[src/rtl/fifo_uart_pkg.sv]
// Shared types for the FIFO-fed UART transmitter.
package fifo_uart_pkg;

    typedef enum logic [2:0] {IDLE, START, DATA, PARITY, STOP} tx_state_t;

    localparam logic TX_IDLE_LVL = 1'b1;

endpackage

[src/rtl/uart_baud_gen.sv]
// Bit-period timer: free-running down-counter, tick marks the last cycle of each bit.
module uart_baud_gen #(
    parameter int CLK_DIV = 16
) (
    input  logic clk,
    input  logic rst_n,
    input  logic clear,
    output logic tick
);

    localparam int CW = $clog2(CLK_DIV);

    logic [CW-1:0] cnt;

    // Reload on clear so a new frame's first bit lasts exactly CLK_DIV cycles.
    always_ff @(posedge clk or negedge rst_n) begin
        if (!rst_n) begin
            cnt <= '0;
        end else if (clear || cnt == '0) begin
            cnt <= CW'(CLK_DIV - 1);
        end else begin
            cnt <= cnt - 1'b1;
        end
    end

    assign tick = (cnt == '0);

endmodule

[src/rtl/fifo_uart_tx.sv]
// FIFO read-side consumer that serialises each byte as 8N1, LSB first.
// Define UART_TX_PARITY_EN to add an even-parity bit after the data bits.
module fifo_uart_tx
    import fifo_uart_pkg::*;
#(
    parameter int CLK_DIV = 16,
    parameter int DATA_W  = 8
) (
    input  logic              clk,
    input  logic              rst_n,
    input  logic              enable,
    input  logic [DATA_W-1:0] fifo_data,
    input  logic              fifo_empty,
    output logic              fifo_pop,
    output logic              tx,
    output logic              busy
);

    localparam int BW = (DATA_W > 1) ? $clog2(DATA_W) : 1;

    tx_state_t         state;
    logic [DATA_W-1:0] shift;
    logic [BW-1:0]     bit_idx;
    logic              tick;
    logic              start_frame;

    // A frame starts from IDLE or straight out of the last STOP cycle; never while in reset.
    assign start_frame = rst_n && enable && !fifo_empty &&
                         ((state == IDLE) || (state == STOP && tick));
    assign fifo_pop    = start_frame;

    uart_baud_gen #(.CLK_DIV(CLK_DIV)) u_baud (
        .clk   (clk),
        .rst_n (rst_n),
        .clear (start_frame),
        .tick  (tick)
    );

`ifdef UART_TX_PARITY_EN
    logic parity;

    always_ff @(posedge clk or negedge rst_n) begin
        if (!rst_n) begin
            parity <= 1'b0;
        end else if (start_frame) begin
            parity <= ^fifo_data;
        end
    end
`endif

    always_ff @(posedge clk or negedge rst_n) begin
        if (!rst_n) begin
            state   <= IDLE;
            shift   <= '0;
            bit_idx <= '0;
            tx      <= TX_IDLE_LVL;
            busy    <= 1'b0;
        end else if (start_frame) begin
            state   <= START;
            shift   <= fifo_data;
            bit_idx <= '0;
            tx      <= ~TX_IDLE_LVL;
            busy    <= 1'b1;
        end else if (tick) begin
            case (state)
                IDLE: begin
                    state <= IDLE;
                end
                START: begin
                    state <= DATA;
                    tx    <= shift[0];
                    shift <= shift >> 1;
                end
                DATA: begin
                    if (bit_idx == BW'(DATA_W - 1)) begin
`ifdef UART_TX_PARITY_EN
                        state <= PARITY;
                        tx    <= parity;
`else
                        state <= STOP;
                        tx    <= TX_IDLE_LVL;
`endif
                    end else begin
                        bit_idx <= bit_idx + 1'b1;
                        tx      <= shift[0];
                        shift   <= shift >> 1;
                    end
                end
                PARITY: begin
                    state <= STOP;
                    tx    <= TX_IDLE_LVL;
                end
                STOP: begin
                    state <= IDLE;
                    busy  <= 1'b0;
                end
                default: begin
                    state <= IDLE;
                    tx    <= TX_IDLE_LVL;
                    busy  <= 1'b0;
                end
            endcase
        end
    end

endmodule

[config.mk]
export PLATFORM = sky130hd
export DESIGN_NAME = fifo_uart_tx
export DESIGN_NICKNAME = d
export VERILOG_FILES = /design/src/rtl/fifo_uart_pkg.sv /design/src/rtl/uart_baud_gen.sv /design/src/rtl/fifo_uart_tx.sv
export SDC_FILE = /design/constraint.sdc
export NUM_CORES = 1
export LEC_CHECK = 0
export CORE_ASPECT_RATIO = 0.6
export CORE_MARGIN = 1
export CORE_UTILIZATION = 25
export DETAILED_ROUTE_END_ITERATION = 7
export PLACE_DENSITY = 0.53
export SLEW_MARGIN = 20
export SYNTH_ARGS = -nofsm -noshare
export SYNTH_HDL_FRONTEND = slang
export SYNTH_SLANG_ARGS = --single-unit
[constraint.sdc]
create_clock -name clk -period 4.7 [get_ports clk]
set_clock_uncertainty 0.1 [all_clocks]
set_input_delay 0.94 -clock clk [delete_from_list [all_inputs] [get_ports clk]]
set_output_delay 0.94 -clock clk [all_outputs]
set_load 0.02 [all_outputs]
---- Yosys cells after proc, flatten, opt, wreduce, memory -nomap -nowiden ----
Cells that the tools add are included.
storage, ports and cells
  register bits after elaboration ......... 20
  input port bits ......................... 12
  output and inout port bits .............. 3
  logic and storage cells ................. 57
cells by class
  add/subtract/negate cells ............... 2
  eq/ne operators ......................... 10
  multiplexer cells ....................... 20
  reduce and logical (&&, ||, !) cells .... 19
operator list
  cell                 number
  $mux 8               3
  $mux 3               7
  $pmux 8 s2           1
  $pmux 3 s3           1
  $eq 3x2->1 const B   2
  $eq 3x3->1 const B   2
  $mux 1               6
  $ne 2x1->1 const B   3
  $ne 3x2->1 const B   2
  $reduce_and 2->1     3
  $reduce_and 3->1     2
  $logic_and 1x1->1    4
  $logic_not 4->1      1
  $mux 4               1
  $reduce_bool 2->1    2
  $reduce_or 4->1      1
  $sub 4x1->4 const B  1
  $add 3x1->3 const B  1
  $eq 3x1->1 const B   1
  $logic_not 3->1      1
  $pmux 1 s3           1
  $reduce_bool 3->1    1
  $logic_or 1x1->1     2
  $reduce_or 2->1      1
  $logic_not 1->1      1

---- Depth between registers and ports, before layout ----
Gate-level depths: netlist (run 1).
  depth in word-level cells ............... 6
  depth in mapped cells ................... 7
  depth with buffers taken out ............ 6

---- Hierarchy ----
A second synthesis (run 1) with hierarchy kept.
second synthesis, totals
  cells, all modules ...................... 103
  area, all modules ....................... 1,118.6 µm²
modules (own cells, without submodules)
  module         times used  cells an instance  area each (µm²)  seq. area each (µm²)
  fifo_uart_tx   1           87                 933.4            401.6
  uart_baud_gen  1           16                 185.2            100.1

---- Least setup slack after synthesis (run 1) ----
Ideal clock, no wire load.
  kind .................................... input to output
  start point ............................. input port fifo_empty
  end point ............................... output port fifo_pop
  arrival time ............................ 1,836 ps
  data required time ...................... 3,660 ps
  path slack .............................. 1,824 ps
  stages .................................. 3
  path buffers ............................ 0
  cell sequence ........................... nor4b_4 -> o211ai_2 -> inv_1
on the way
  word-level cells in the longest chain between the ends .. 3
RTL lines
  item                            line                text
  start, declared                 fifo_uart_tx.sv:13  input logic fifo_empty,
  $logic_not 1->1                 fifo_uart_tx.sv:28  assign start_frame = rst_n && enable && !fifo_empty &&
  $logic_and 1x1->1 (2 in a row)  fifo_uart_tx.sv:28
  end, declared                   fifo_uart_tx.sv:14  output logic fifo_pop,
Every way passes these cells.

---- Worst setup path after layout (run 1) ----
Ends and elaborated chain as after synthesis.

==> results of run 1 <==
stage by stage:
stage               worst slack [ns]  util, %  power [W]  std cells
detailed placement             0.829     30.9   0.000227        168
CTS                            0.811     32.2   0.000362        172
floorplan                       1.82        -   0.000207         95
global route                   0.715     32.2   0.000375        172
finish                         0.845     32.2   0.000356        172
global placement               0.843     30.9   0.000227        168
cells in the final DEF (no fill, tap or decap), types with 4 or more instances in the layout:
master            n
dfrtp_1          19
clkdlybuf4s50_1  14
nand2_1          10
mux2i_1          10
inv_1             9
nor2_1            5
o21ai_0           4
ha_1              4
clkbuf_8          4
area by class of cell:
| class | instances | area, sq um | share of cell area, % |
|---|---|---|---|
| multi-input combinational | 63 | 508 | 38.2 |
| sequential | 20 | 502 | 37.8 |
| timing repair buffer | 16 | 155 | 11.7 |
| tap | 60 | 75.1 | 5.65 |
| inverter | 9 | 33.8 | 2.54 |
| clock buffer | 4 | 55.1 | 4.14 |
state kept, by name (all words and copies together), names as in the netlist:
| name | count |
|---|---|
| bit_idx | 3 |
| busy | 1 |
| shift | 8 |
| state | 3 |
| tx | 1 |
| u_baud.cnt | 4 |
metal layers:
layer,vias to the layer above,global-route usage (%),share of wire [%]
met5,-,0,0
met4,0,3.33,0
met3,0,3.28,4.6
met2,17,15.3,41
met1,348,14.0,54
li1,366,-,-
worst max path at each step:
stage	to	depth (start not counted)	slack [ns]
final	fifo_pop	5	0.84
after global placement	fifo_pop	5	0.84
after CTS	fifo_pop	5	0.81
after global routing	fifo_pop	5	0.71
after detailed placement	fifo_pop	5	0.83
after floorplan	fifo_pop	3	1.82
kinds of logic after synthesis:
| logic type | share of synthesized area, % |
|---|---|
| AOI/OAI and AO/OA | 9.87 |
| xor gates and xnor gates | 3.25 |
| adders and majority gates | 4.65 |
| buffers and inverters | 6.27 |
| DFF | 46.6 |
| muxes | 16.6 |
| and+or+nand+nor | 12.8 |
power by group:
part / internal [W] / switching, W
Sequential: 0.000177 / 0.00000387
Combinational: 0.0000230 / 0.0000199
Clock: 0.0000746 / 0.0000574
==> results.md, run 1 <==
- Pwr dens: 268 nW/um^2
- CTS Buf Count: 3
- Leakage power of the design: 0.604 nW
- DR vias: 731
- Top_reg_cell synth: dfrtp_1
- Top-area cell type share of the netlist area: 44.1%
- DP HPWL: 1520 um
- WHS Endpoint: u_baud.cnt[0]
- # clock sinks: 20
- Share of cells above drive strength 1: 16.1%
- Yosys warnings: 0
- Syn Nets: 111
- First-pass GRT wire length: 3470 um
- Top Ports: 15
- Post-CTS setup buffers: 0
- Via/cell ratio: 4.25
- Post-synth EDFFs: 0
- Clk buf depth: 2
- Largest net degree at the start of global routing: 26
- Drt total wl: 2020 um
- Grt ovf: 0
- Die width: 86.7 um
- Ant. Diodes: 0
- Critical path buffer and inverter count: 3
- RR Endpoint: shift[5]
- Hold-fix buffers at CTS: 0
- RSZ-0062 raised after global routing: false
- Design Area, Final: 1330 sq um
- I/O Buffers: 14
- CP Data Required Time: 3.66 ns
- Synth area leaders: dfrtp_1 44%, mux2i_1 9.3%, ha_1 4.6%, mux2_4 4.2%, nand2_1 3.5%
- CTS root buf: clkbuf_8
- Slew headroom: 62.6%
- Max_cap viols: 0
- Most used cell, CP: clkdlybuf4s50_1
- Hold WC Path Type: reg2reg
- Max Freq: 0.259 GHz
- Fillers: 422
- Area delta synth->final: 23.3%
- Most frequent cell after synthesis: dfrtp_1
- Clk_lat worst skew: 0.26 ns
- CP Launch Type: input pin
- Synthesized area per cell: 11.3 sq um
- Die ar.: 4580 sq um
- Worst Tran Pin Value: 0.560 ns
- Initial antenna violation count: 0
- Crit path DAT: 2.82 ns
- Hold Fails Final Rpt: 0
- Crit path cell chain: clkdlybuf4s50_1, nor4b_4, o211ai_2, inv_1, clkdlybuf4s50_1
- Worst r2r src: u_baud.cnt[0]
- Final Wtd Congestion: 0.719
- Crit end category: output pin
- Setup TNS: 0 ns
- Antenna-violating nets left: 0
- Core Rows: 18
- Total core area: 4120 sq um
- Critical Path Source: fifo_empty
- Post-CTS Resized: 0
- Nets: 129
- Post-synth top cells: 19 x dfrtp_1, 10 x mux2i_1, 10 x nand2_1
- Worst hold margin: 0.381 ns
- Outcome: complete, no violations
- Die height: 52.9 um
- Final Max Slew Viols: 0
- Clock transition at path regs: 0.08 ns
- Crit Path Max Fanout: 9
- Delay-heaviest family, CP: buffers and inverters
- Hold depth: 1
- Number of global-route vias before repair: 748
- Synth unique cells: 29
- Seq/Total Area, Yosys: 46.6%
- # DRC: 0
- Final period util: 82.0%
- CP max stage cell: clkdlybuf4s50_1
- Peak supply drop: 0.000108 V
- First-pass DRT Iterations: 4
- Kind of critical path: in2out
- Async S/R FF share, synth: 100%
- Post-synthesis cell count: 95
- Register-to-Register Path Depth: 6
- Seq cells post-synth: 20
- Netlist Area Pre-Place: 1080 sq um
- CTS tree: yes
- Initial drt markers: 47
- Synth area leader: dfrtp_1
- Hold path startpoint: u_baud.cnt[0]
- Final Critical Period: 3.86 ns
- R2R Setup Slk: 2.30 ns
- Initial Util: 26.1%
- Area after DPL: 1270 sq um
- Setup violations, final: 0
- Htree depth: 1
- Worst path max stage delay: 0.63 ns
- Gr usage total: 10.2%
- WL/cell: 11.8 um
Power figures use the tool's default switching activity.
==> run 2, diff against run 1 <==
- PLACE_DENSITY: 0.53 -> 0.54
- clock period: 4.7 -> 3.1 ns (I/O delays scaled with it)
==> run 2 against run 1 <==
  * Final area up 2.9%
  * Clock power up 99%
  * Largest cell class unchanged
  * Critical endpoint unchanged
  * Via count up 3.4%
  * Sequential power up 51%
  * Highest routed layer is now met4
==> results.md, run 2 (synthesized netlist as in run 1, its figures left out) <==
- Max Freq: 0.339 GHz
- Final Critical Period: 2.95 ns
- Crit Path Max Fanout: 2
- Initial drt markers: 41
- Design Area, Final: 1370 sq um
- Switch share: 21.1%
- Htree depth: 1
- CP Data Required Time: 2.38 ns
- DRT met1 WL: 1160 um
- RSZ-0062 raised after global routing: false
- Combinational power share: 11.0%
- Post-Route Utilization: 33.2%
- Hold-fix buffers at CTS: 0
- Die height: 52.9 um
- Hold WC Path Type: reg2reg
- Worst r2r src: state[1]
- Met2 WL post-DR: 791 um
- Kind of critical path: in2out
- Setup TNS: 0 ns
- Clock transition at path regs: 0.07 ns
- Final Max Slew Viols: 0
- Gr usage total: 10.6%
- Place WS: 0.146 ns
- RR Endpoint: shift[5]
- WL/cell: 11.8 um
- I/O Buffers: 14
- Most frequent cells in the layout: 19 x dfrtp_1, 14 x clkdlybuf4s50_1, 10 x nand2_1, 10 x mux2i_1, 9 x inv_1
- # clock sinks: 20
- Crit end category: output pin
- Final Worst Setup Slack: 0.151 ns
- Total core area: 4120 sq um
- CTS tree: yes
- Worst Tran Pin Value: 0.492 ns
- Share of cells above drive strength 1: 18.3%
- Slew headroom: 66.7%
- Leading registers by flop count: shift x8, u_baud.cnt x4
- Via/cell ratio: 4.32
- Outcome: complete, no violations
- Crit path DAT: 2.23 ns
- Setup violations, final: 0
- Max reg flops: 8
- Leakage power of the design: 0.626 nW
- Post-CTS setup buffers: 0
- Multi-input logic area: 508 sq um
- Clock Power Share: 43.6%
- Seq pwr share: 45.4%
- Register-to-Register Path Depth: 5
- Internal power: 0.000477 W
- CTS Buf Count: 3
- Commonest non-fill, non-tap cell in the layout: dfrtp_1
- Grt ovf: 0
- # DRC: 0
- CP endpoint: fifo_pop
- WL met3: 104 um
- CTS root buf: clkbuf_8
- Area delta synth->final: 26.9%
- Die ar.: 4580 sq um
- Largest net degree at the start of global routing: 26
- Number of global-route vias before repair: 754
- Area after DPL: 1300 sq um
- Clk buf depth: 2
- Initial antenna violation count: 0
- DP HPWL: 1520 um
- Total area of sequential cells: 502 sq um
- Die width: 86.7 um
- Hold Fails Final Rpt: 0
- Final Wtd Congestion: 0.713
- Post-CTS Resized: 0
- First-pass GRT wire length: 3580 um
- R2R Setup Slk: 0.75 ns
- Peak supply drop: 0.000136 V
- Initial Util: 26.1%
- Final period util: 95.1%
- Nets: 132
- Clk_lat worst skew: 0.26 ns
- Drt total wl: 2070 um
- Top Ports: 15
- Antenna-violating nets left: 0
- First-pass DRT Iterations: 4
- Worst hold margin: 0.360 ns
- CP Launch Type: input pin
- Fillers: 408
- Top layer in use: met4
- Ant. Diodes: 0
- Pwr dens: 442 nW/um^2
- Sw Pwr: 0.000127 W
- DR vias: 756
- Max_cap viols: 0
- Critical Path Source: fifo_empty
- Largest reg by FF count: shift
- Core Rows: 18
[run 2: cell count changes in the layout (fill, tap and decap cells not counted)]
cell	change
clkbuf_8	-1
bufinv_16	+1
buf_4	+3
[run 2: area by class of cell]
class	instances	area share, %
clock inverters	1	2.20
inverters	9	2.47
clock buffers	3	3.02
repair buffers	19	13.0
flip-flops and latches	20	36.7
multi-input cells	63	37.1
well taps	60	5.49
[run 2: worst min-delay path by stage]
| stage | endpoint | slack (ns) | start | cells past startpoint |
|---|---|---|---|---|
| 6_report | u_baud.cnt[0] | 0.36 | u_baud.cnt[0] | 1 |
| 5_1_grt | u_baud.cnt[0] | 0.40 | u_baud.cnt[0] | 1 |
| 4_1_cts | u_baud.cnt[0] | 0.37 | u_baud.cnt[0] | 1 |
| 3_5_place_dp | u_baud.cnt[0] | 0.36 | u_baud.cnt[0] | 1 |
| 3_3_place_gp | u_baud.cnt[0] | 0.34 | u_baud.cnt[0] | 1 |
| 2_1_floorplan | bit_idx[0] | 0.22 | rst_n | 0 |
[run 2: per-layer routing]
metal  vias up  track usage [%]
met5         -                0
met4         0             5.00
met3         2             3.28
met2        20             15.3
met1       362             14.4
li1        372                -
[run 2: stage by stage]
stage / std cells / power [W]
after floorplan: 95 / 0.000314
after global placement: 171 / 0.000346
after detailed placement: 171 / 0.000347
after CTS: 175 / 0.000614
after global routing: 175 / 0.000632
final: 175 / 0.000604
[run 2: worst max-delay path, cell delays in order]
cell and delay (ns):
clkdlybuf4s50_1 0.44, nor4b_4 0.31, o211ai_2 0.16, inv_1 0.09, clkdlybuf4s50_1 0.60
[run 2: power by group through the flow]
stage	clock, W	sequential [W]	combinational, W
floorplan	0	0.000279	0.0000352
global placement	0	0.000279	0.0000663
detailed placement	0	0.000280	0.0000674
CTS	0.000272	0.000274	0.0000679
global route	0.000282	0.000276	0.0000741
finish	0.000263	0.000274	0.0000665
